<file path="src/rtl/game_scan_gen_if.sv">
`default_nettype none
// +--------------------------------------------------------------------------+
// | game_scan_gen_if : scan-generator <-> game logic / monitor signal bundle  |
// | Revision 1.0                                                             |
// +--------------------------------------------------------------------------+
interface game_scan_gen_if #(
  parameter int GAME_RGB_WIDTH = 12,
  parameter int W_X            = 10,
  parameter int W_Y            = 9
);
  logic [GAME_RGB_WIDTH-1:0] game_rgb;
  logic                      pixel_tick;
  logic                      frame_start;
  logic                      display_on;
  logic [W_X-1:0]            x;
  logic [W_Y-1:0]            y;
  logic                      hsync;
  logic                      vsync;
  logic [GAME_RGB_WIDTH-1:0] vga_rgb;

  modport master (
    input  game_rgb,
    output pixel_tick, frame_start, display_on, x, y, hsync, vsync, vga_rgb
  );

  modport slave (
    output game_rgb,
    input  pixel_tick, frame_start, display_on, x, y, hsync, vsync, vga_rgb
  );
endinterface
`default_nettype wire

</file>
<file path="src/rtl/game_scan_gen.sv">
`default_nettype none
// +--------------------------------------------------------------------------+
// | game_scan_gen : raster scan generator (pixel enable, h/v counters, sync) |
// | Option macro GAME_SCAN_OUT_REG_EN registers vga_rgb/hsync/vsync.         |
// | Revision 1.0                                                             |
// +--------------------------------------------------------------------------+
module game_scan_gen #(
  parameter int CLK_MHZ         = 50,
  parameter int PIXEL_MHZ       = 25,
  parameter int SCREEN_WIDTH    = 640,
  parameter int SCREEN_HEIGHT   = 480,
  parameter int H_FRONT         = 16,
  parameter int H_SYNC          = 96,
  parameter int H_BACK          = 48,
  parameter int V_FRONT         = 10,
  parameter int V_SYNC          = 2,
  parameter int V_BACK          = 33,
  parameter int SYNC_ACTIVE_LOW = 1,
  parameter int GAME_RGB_WIDTH  = 12,
  parameter int W_X             = $clog2(SCREEN_WIDTH),
  parameter int W_Y             = $clog2(SCREEN_HEIGHT)
) (
  input  logic            clk,
  input  logic            rst,
  game_scan_gen_if.master bus
);

  localparam int c_ratio   = CLK_MHZ / PIXEL_MHZ;
  localparam int c_h_total = SCREEN_WIDTH + H_FRONT + H_SYNC + H_BACK;
  localparam int c_v_total = SCREEN_HEIGHT + V_FRONT + V_SYNC + V_BACK;
  localparam int c_w_h     = $clog2(c_h_total);
  localparam int c_w_v     = $clog2(c_v_total);

  localparam logic [c_w_h-1:0] c_h_last   = c_w_h'(c_h_total - 1);
  localparam logic [c_w_h-1:0] c_h_vis    = c_w_h'(SCREEN_WIDTH);
  localparam logic [c_w_h-1:0] c_hs_start = c_w_h'(SCREEN_WIDTH + H_FRONT);
  localparam logic [c_w_h-1:0] c_hs_end   = c_w_h'(SCREEN_WIDTH + H_FRONT + H_SYNC - 1);
  localparam logic [c_w_v-1:0] c_v_last   = c_w_v'(c_v_total - 1);
  localparam logic [c_w_v-1:0] c_v_vis    = c_w_v'(SCREEN_HEIGHT);
  localparam logic [c_w_v-1:0] c_vs_start = c_w_v'(SCREEN_HEIGHT + V_FRONT);
  localparam logic [c_w_v-1:0] c_vs_end   = c_w_v'(SCREEN_HEIGHT + V_FRONT + V_SYNC - 1);
  localparam logic             c_sync_inv = (SYNC_ACTIVE_LOW != 0);

  logic             w_tick;
  logic [c_w_h-1:0] r_h_cnt;
  logic [c_w_v-1:0] r_v_cnt;
  logic             w_display_on;
  logic             w_hs_act;
  logic             w_vs_act;
  logic             w_hsync;
  logic             w_vsync;
  logic [GAME_RGB_WIDTH-1:0] w_rgb;

  generate
    if (c_ratio > 1) begin : g_div
      localparam int c_w_div = $clog2(c_ratio);
      localparam logic [c_w_div-1:0] c_div_last = c_w_div'(c_ratio - 1);
      logic [c_w_div-1:0] r_div;

      always_ff @(posedge clk or negedge rst) begin
        if (!rst) begin
          r_div <= '0;
        end else if (r_div == c_div_last) begin
          r_div <= '0;
        end else begin
          r_div <= r_div + 1'b1;
        end
      end

      assign w_tick = (r_div == c_div_last);
    end else begin : g_no_div
      // Pixel rate equals clock rate: every cycle is a pixel.
      assign w_tick = 1'b1;
    end
  endgenerate

  always_ff @(posedge clk or negedge rst) begin
    if (!rst) begin
      r_h_cnt <= '0;
      r_v_cnt <= '0;
    end else if (w_tick) begin
      if (r_h_cnt == c_h_last) begin
        r_h_cnt <= '0;
        if (r_v_cnt == c_v_last) begin
          r_v_cnt <= '0;
        end else begin
          r_v_cnt <= r_v_cnt + 1'b1;
        end
      end else begin
        r_h_cnt <= r_h_cnt + 1'b1;
      end
    end
  end

  assign w_display_on = (r_h_cnt < c_h_vis) && (r_v_cnt < c_v_vis);
  assign w_hs_act     = (r_h_cnt >= c_hs_start) && (r_h_cnt <= c_hs_end);
  assign w_vs_act     = (r_v_cnt >= c_vs_start) && (r_v_cnt <= c_vs_end);
  assign w_hsync      = w_hs_act ^ c_sync_inv;
  assign w_vsync      = w_vs_act ^ c_sync_inv;
  assign w_rgb        = w_display_on ? bus.game_rgb : '0;

  assign bus.pixel_tick  = w_tick;
  assign bus.frame_start = w_tick && (r_h_cnt == '0) && (r_v_cnt == '0);
  assign bus.display_on  = w_display_on;
  assign bus.x           = w_display_on ? W_X'(r_h_cnt) : '0;
  assign bus.y           = w_display_on ? W_Y'(r_v_cnt) : '0;

`ifdef GAME_SCAN_OUT_REG_EN
  logic                      r_hsync;
  logic                      r_vsync;
  logic [GAME_RGB_WIDTH-1:0] r_vga_rgb;

  always_ff @(posedge clk or negedge rst) begin
    if (!rst) begin
      r_hsync   <= c_sync_inv;
      r_vsync   <= c_sync_inv;
      r_vga_rgb <= '0;
    end else if (w_tick) begin
      r_hsync   <= w_hsync;
      r_vsync   <= w_vsync;
      r_vga_rgb <= w_rgb;
    end
  end

  assign bus.hsync   = r_hsync;
  assign bus.vsync   = r_vsync;
  assign bus.vga_rgb = r_vga_rgb;
`else
  assign bus.hsync   = w_hsync;
  assign bus.vsync   = w_vsync;
  // (0,0) is visible, so colour must be held off explicitly while in reset.
  assign bus.vga_rgb = rst ? w_rgb : '0;
`endif

endmodule
`default_nettype wire
</file>
<file path="src/flat_wrapper.sv">
// flat-port wrapper written by rule: the top's interface ports become plain ports
module game_scan_gen_flat 
#(
  parameter int CLK_MHZ         = 50,
  parameter int PIXEL_MHZ       = 25,
  parameter int SCREEN_WIDTH    = 640,
  parameter int SCREEN_HEIGHT   = 480,
  parameter int H_FRONT         = 16,
  parameter int H_SYNC          = 96,
  parameter int H_BACK          = 48,
  parameter int V_FRONT         = 10,
  parameter int V_SYNC          = 2,
  parameter int V_BACK          = 33,
  parameter int SYNC_ACTIVE_LOW = 1,
  parameter int GAME_RGB_WIDTH  = 12,
  parameter int W_X             = $clog2(SCREEN_WIDTH),
  parameter int W_Y             = $clog2(SCREEN_HEIGHT)
)
  (clk, rst, bus_game_rgb, bus_pixel_tick, bus_frame_start, bus_display_on, bus_x, bus_y, bus_hsync, bus_vsync, bus_vga_rgb);
  game_scan_gen_if #(.GAME_RGB_WIDTH(GAME_RGB_WIDTH), .W_X(W_X), .W_Y(W_Y)) bus_i ();
  input  logic clk;
  input  logic rst;
  input wire logic [$bits(bus_i.game_rgb)-1:0] bus_game_rgb;
  output wire logic [$bits(bus_i.pixel_tick)-1:0] bus_pixel_tick;
  output wire logic [$bits(bus_i.frame_start)-1:0] bus_frame_start;
  output wire logic [$bits(bus_i.display_on)-1:0] bus_display_on;
  output wire logic [$bits(bus_i.x)-1:0] bus_x;
  output wire logic [$bits(bus_i.y)-1:0] bus_y;
  output wire logic [$bits(bus_i.hsync)-1:0] bus_hsync;
  output wire logic [$bits(bus_i.vsync)-1:0] bus_vsync;
  output wire logic [$bits(bus_i.vga_rgb)-1:0] bus_vga_rgb;
  assign bus_i.game_rgb = bus_game_rgb;
  assign bus_pixel_tick = bus_i.pixel_tick;
  assign bus_frame_start = bus_i.frame_start;
  assign bus_display_on = bus_i.display_on;
  assign bus_x = bus_i.x;
  assign bus_y = bus_i.y;
  assign bus_hsync = bus_i.hsync;
  assign bus_vsync = bus_i.vsync;
  assign bus_vga_rgb = bus_i.vga_rgb;
  game_scan_gen #(.CLK_MHZ(CLK_MHZ), .PIXEL_MHZ(PIXEL_MHZ), .SCREEN_WIDTH(SCREEN_WIDTH), .SCREEN_HEIGHT(SCREEN_HEIGHT), .H_FRONT(H_FRONT), .H_SYNC(H_SYNC), .H_BACK(H_BACK), .V_FRONT(V_FRONT), .V_SYNC(V_SYNC), .V_BACK(V_BACK), .SYNC_ACTIVE_LOW(SYNC_ACTIVE_LOW), .GAME_RGB_WIDTH(GAME_RGB_WIDTH), .W_X(W_X), .W_Y(W_Y)) u_core (.clk(clk), .rst(rst), .bus(bus_i));
endmodule
</file>
<file path="config.mk">
export PLATFORM = sky130hd
export DESIGN_NAME = game_scan_gen_flat
export DESIGN_NICKNAME = d
export VERILOG_FILES = /design/src/rtl/game_scan_gen_if.sv /design/src/rtl/game_scan_gen.sv /design/src/flat_wrapper.sv
export SDC_FILE = /design/constraint.sdc
export NUM_CORES = 1
export LEC_CHECK = 0
export BUFFER_PORTS_ARGS = -buffer_cell sky130_fd_sc_hd__buf_2
export CAP_MARGIN = 25
export CORE_ASPECT_RATIO = 1.4
export CORE_MARGIN = 3
export CORE_UTILIZATION = 49
export CTS_BUF_LIST = sky130_fd_sc_hd__clkbuf_4
export CTS_CLUSTER_DIAMETER = 80
export DETAILED_ROUTE_END_ITERATION = 8
export PLACE_DENSITY = 0.87
export SYNTH_ARGS = -nofsm -noshare
export SYNTH_HDL_FRONTEND = slang
export SYNTH_SLANG_ARGS = --single-unit
</file>
<file path="constraint.sdc">
create_clock -name clk -period 4.15 [get_ports clk]
set_input_delay 0.415 -clock clk [delete_from_list [all_inputs] [get_ports clk]]
set_output_delay 0.415 -clock clk [all_outputs]
set_load 0.02 [all_outputs]
</file>
==> impl_metrics.json <==
{
  "outcome": "finished clean",
  "p_per_area_nw_per_um2": 200,
  "global_route.peak_usage_layer": "met2",
  "edff_count_synth": 0,
  "dr_total_vias": 1291,
  "drt-initial-drc-count": 38,
  "grt_use_met2": 0.329,
  "start_util": 0.527,
  "track_usage": 0.196,
  "dp_hpwl_microns": 2550,
  "syn_inst_count": 156,
  "gp_routability_congestion": 0.821,
  "core_sq_um": 2730,
  "finish.net_count": 218,
  "synthesis.nets": 175,
  "tritoncts": "done",
  "crit_required_ns": 3.73,
  "postCtsResizedCells": 0,
  "routedWlPerCell_microns": 14.2,
  "ys_seq_elements": 21,
  "clk_latency_ns": 0.30,
  "ir_drop_mv": 0.195,
  "die_outline_area_sq_um": 3630,
  "detail_route.vias_per_cell": 5.52,
  "design_power_total_uw": 338,
  "fmax_mhz": 397,
  "synth.distinct_cells": 42,
  "most_common_library_cell_in_the_layout_ignoring_fill_and_taps": "sky130_fd_sc_hd__buf_2",
  "syn2layout_area_growth_pct": 17.5,
  "layout-drive-gt1-share": 0.308,
  "drtAntennaViolNets": 0,
  "crit_fanout": 27,
  "worstPathArrival_ns": 2.11,
  "diodes": 0,
  "grt_pass1_wl_microns": 5520,
  "critPathKind": "flip-flop to output pin",
  "vias_in_the_first_global_route": 1191,
  "seq_area_frac_synth": 0.366,
  "setup_total_negative_slack_ns": 0,
  "route.detailed.drc": 0,
  "number_of_port_buffers": 49,
  "die_w_microns": 51.8,
  "final.period_utilization": 0.607,
  "cts-root-to-sink-buffers": 2,
  "number_of_antenna_violations_at_the_first_check_in_global_routing": 0,
  "synth_warnings": 0,
  "tritoncts_num_sinks": 21,
  "post-cts-setup-buffer-count": 0,
  "cts-hold-fix-buffers": 0,
  "floorplan.rows": 22,
  "endpoint_kind": "output pin",
  "place_ws_ns": 1.98,
  "slew_viol_final": 0,
  "async_reset_ff_frac": 1.00,
  "synth_area_per_cell_sq_um": 9.21,
  "p_leak_nw": 0.930,
  "layout.cells.most_common_list": "sky130_fd_sc_hd__buf_2 (49), sky130_fd_sc_hd__dfrtp_1 (21), sky130_fd_sc_hd__and3_1 (18), sky130_fd_sc_hd__and2_1 (13)",
  "filler_cell_count": 261,
  "cts.htree.levels": 1,
  "routed_wl_microns": 3320,
  "die_height_microns": 70.1,
  "tritoncts.num_buffers": 3,
  "grt.overflow.total": 0,
  "hold_viol_final": 0,
  "ys_dominant_reg_cell": "sky130_fd_sc_hd__dfrtp_1",
  "root_buffer": "sky130_fd_sc_hd__clkbuf_4",
  "skew_ns": 0.00348,
  "pin_count": 50,
  "relSlewSlack": 0.540,
  "grt.met1_usage": 0.248,
  "startpoint_type": "flip-flop",
  "gr-usage-met3": 0.0299,
  "clk_transition_reported_paths_ns": 0.11,
  "finalSetupViolations": 0,
  "drt_pass1_iterations": 4,
  "max-cap-violations": 0,
  "timing.final.crit_period_ns": 2.52,
  "grt_start_max_net_pins": 34,
  "hp-class": "primary input to asynchronous set/reset pin",
  "fin_ws_ns": 1.63,
  "grt_setup_unrepaired": "false",
  "mappedNetlistArea_sq_um": 1440,
  "worst-slew-pin-transition_ns": 0.687
}
-- worst max-delay path: stages (launching register included) --
cell and delay, ns:
sky130_fd_sc_hd__dfrtp_1 0.48, sky130_fd_sc_hd__o21a_1 0.30, sky130_fd_sc_hd__nor3_4 0.60, sky130_fd_sc_hd__and2_2 0.25
sky130_fd_sc_hd__buf_2 0.15
-- layer usage --
metal / share of wire / vias up
li1: - / 643
met1: 0.43 / 607
met2: 0.51 / 34
met3: 0.050 / 7
met4: 0.015 / 0
met5: 0 / -
-- through the flow --
stage,hold WS [ns],util,instances,area [sq um]
floorplan,0.119,-,156,1440
global placement,0.447,0.608,230,1660
detailed placement,0.448,0.608,230,1660
CTS,0.112,0.619,234,1690
global route,0.139,0.619,234,1690
finish,0.0957,0.619,234,1690
-- cell families after synthesis --
| family | after synthesis | share of synthesized area |
|---|---|---|
| compound gates | 16 | 0.0697 |
| fa+ha+maj | 5 | 0.0436 |
| xor+xnor | 10 | 0.0610 |
| flops | 21 | 0.366 |
| buf+inv | 18 | 0.0662 |
| simple gates | 85 | 0.387 |
| mux | 1 | 0.00697 |
-- cells in the mapped netlist (2+ instances only) --
master / instances / area [sq um]
sky130_fd_sc_hd__a21o_1: 2 / 15.0
sky130_fd_sc_hd__buf_4: 4 / 30.0
sky130_fd_sc_hd__buf_2: 2 / 10.0
sky130_fd_sc_hd__nor2_1: 4 / 15.0
sky130_fd_sc_hd__nor3_1: 2 / 10.0
sky130_fd_sc_hd__a21oi_1: 2 / 10.0
sky130_fd_sc_hd__xor2_1: 6 / 52.6
sky130_fd_sc_hd__clkbuf_2: 2 / 10.0
sky130_fd_sc_hd__o21ai_0: 6 / 30.0
sky130_fd_sc_hd__nand3_1: 7 / 35.0
sky130_fd_sc_hd__inv_1: 7 / 26.3
sky130_fd_sc_hd__nor4_1: 9 / 56.3
sky130_fd_sc_hd__dfrtp_1: 21 / 526
sky130_fd_sc_hd__xnor2_1: 4 / 35.0
sky130_fd_sc_hd__ha_1: 5 / 62.6
sky130_fd_sc_hd__and2_1: 13 / 81.3
sky130_fd_sc_hd__clkbuf_1: 2 / 7.51
sky130_fd_sc_hd__nand4_1: 6 / 37.5
sky130_fd_sc_hd__o22ai_1: 2 / 12.5
sky130_fd_sc_hd__and4_1: 2 / 17.5
sky130_fd_sc_hd__nor3b_1: 2 / 15.0
sky130_fd_sc_hd__nand2_1: 9 / 33.8
sky130_fd_sc_hd__and3_1: 18 / 113
-- path summary, 6_finish.rpt --
| kind | startpoint | endpoint | slack (ns) | depth (start not counted) |
|---|---|---|---|---|
| min in group clk | u_core.r_v_cnt[8] | u_core.r_v_cnt[8] | 0.56 | 1 |
| hold reg to reg | u_core.r_v_cnt[8] | u_core.r_v_cnt[8] | 0.56 | 1 |
| hold / removal | rst | u_core.r_v_cnt[3] | 0.1 | 1 |
| setup / recovery | u_core.r_h_cnt[7] | bus_x[7] | 1.63 | 4 |
| max in group asynchronous | rst | u_core.r_h_cnt[4] | 3.67 | 1 |
| setup reg to reg | u_core.r_h_cnt[0] | u_core.r_v_cnt[9] | 2.39 | 5 |
-- sequential cells by signal, summed over array words and instances (netlist names) --
register               count
u_core.r_h_cnt            10
u_core.r_v_cnt            10
u_core.bus.pixel_tick      1
-- area by class of cell --
type	count	area (sq um)	share of cell area
multi-input combinational	117	816	0.483
sequential	21	526	0.311
timing repair buffer	49	245	0.145
tap	36	45.0	0.0267
clock buffer	4	30.0	0.0178
inverter	7	26.3	0.0156
-- power breakdown --
group | switching [mW] | internal, mW | total (mW)
combinational | 0.0171 | 0.0111 | 0.0282
clock | 0.0608 | 0.0440 | 0.105
sequential | 0 | 0.205 | 0.205
total | 0.0779 | 0.260 | 0.338
No activity file was read; power rests on OpenSTA's default activity.
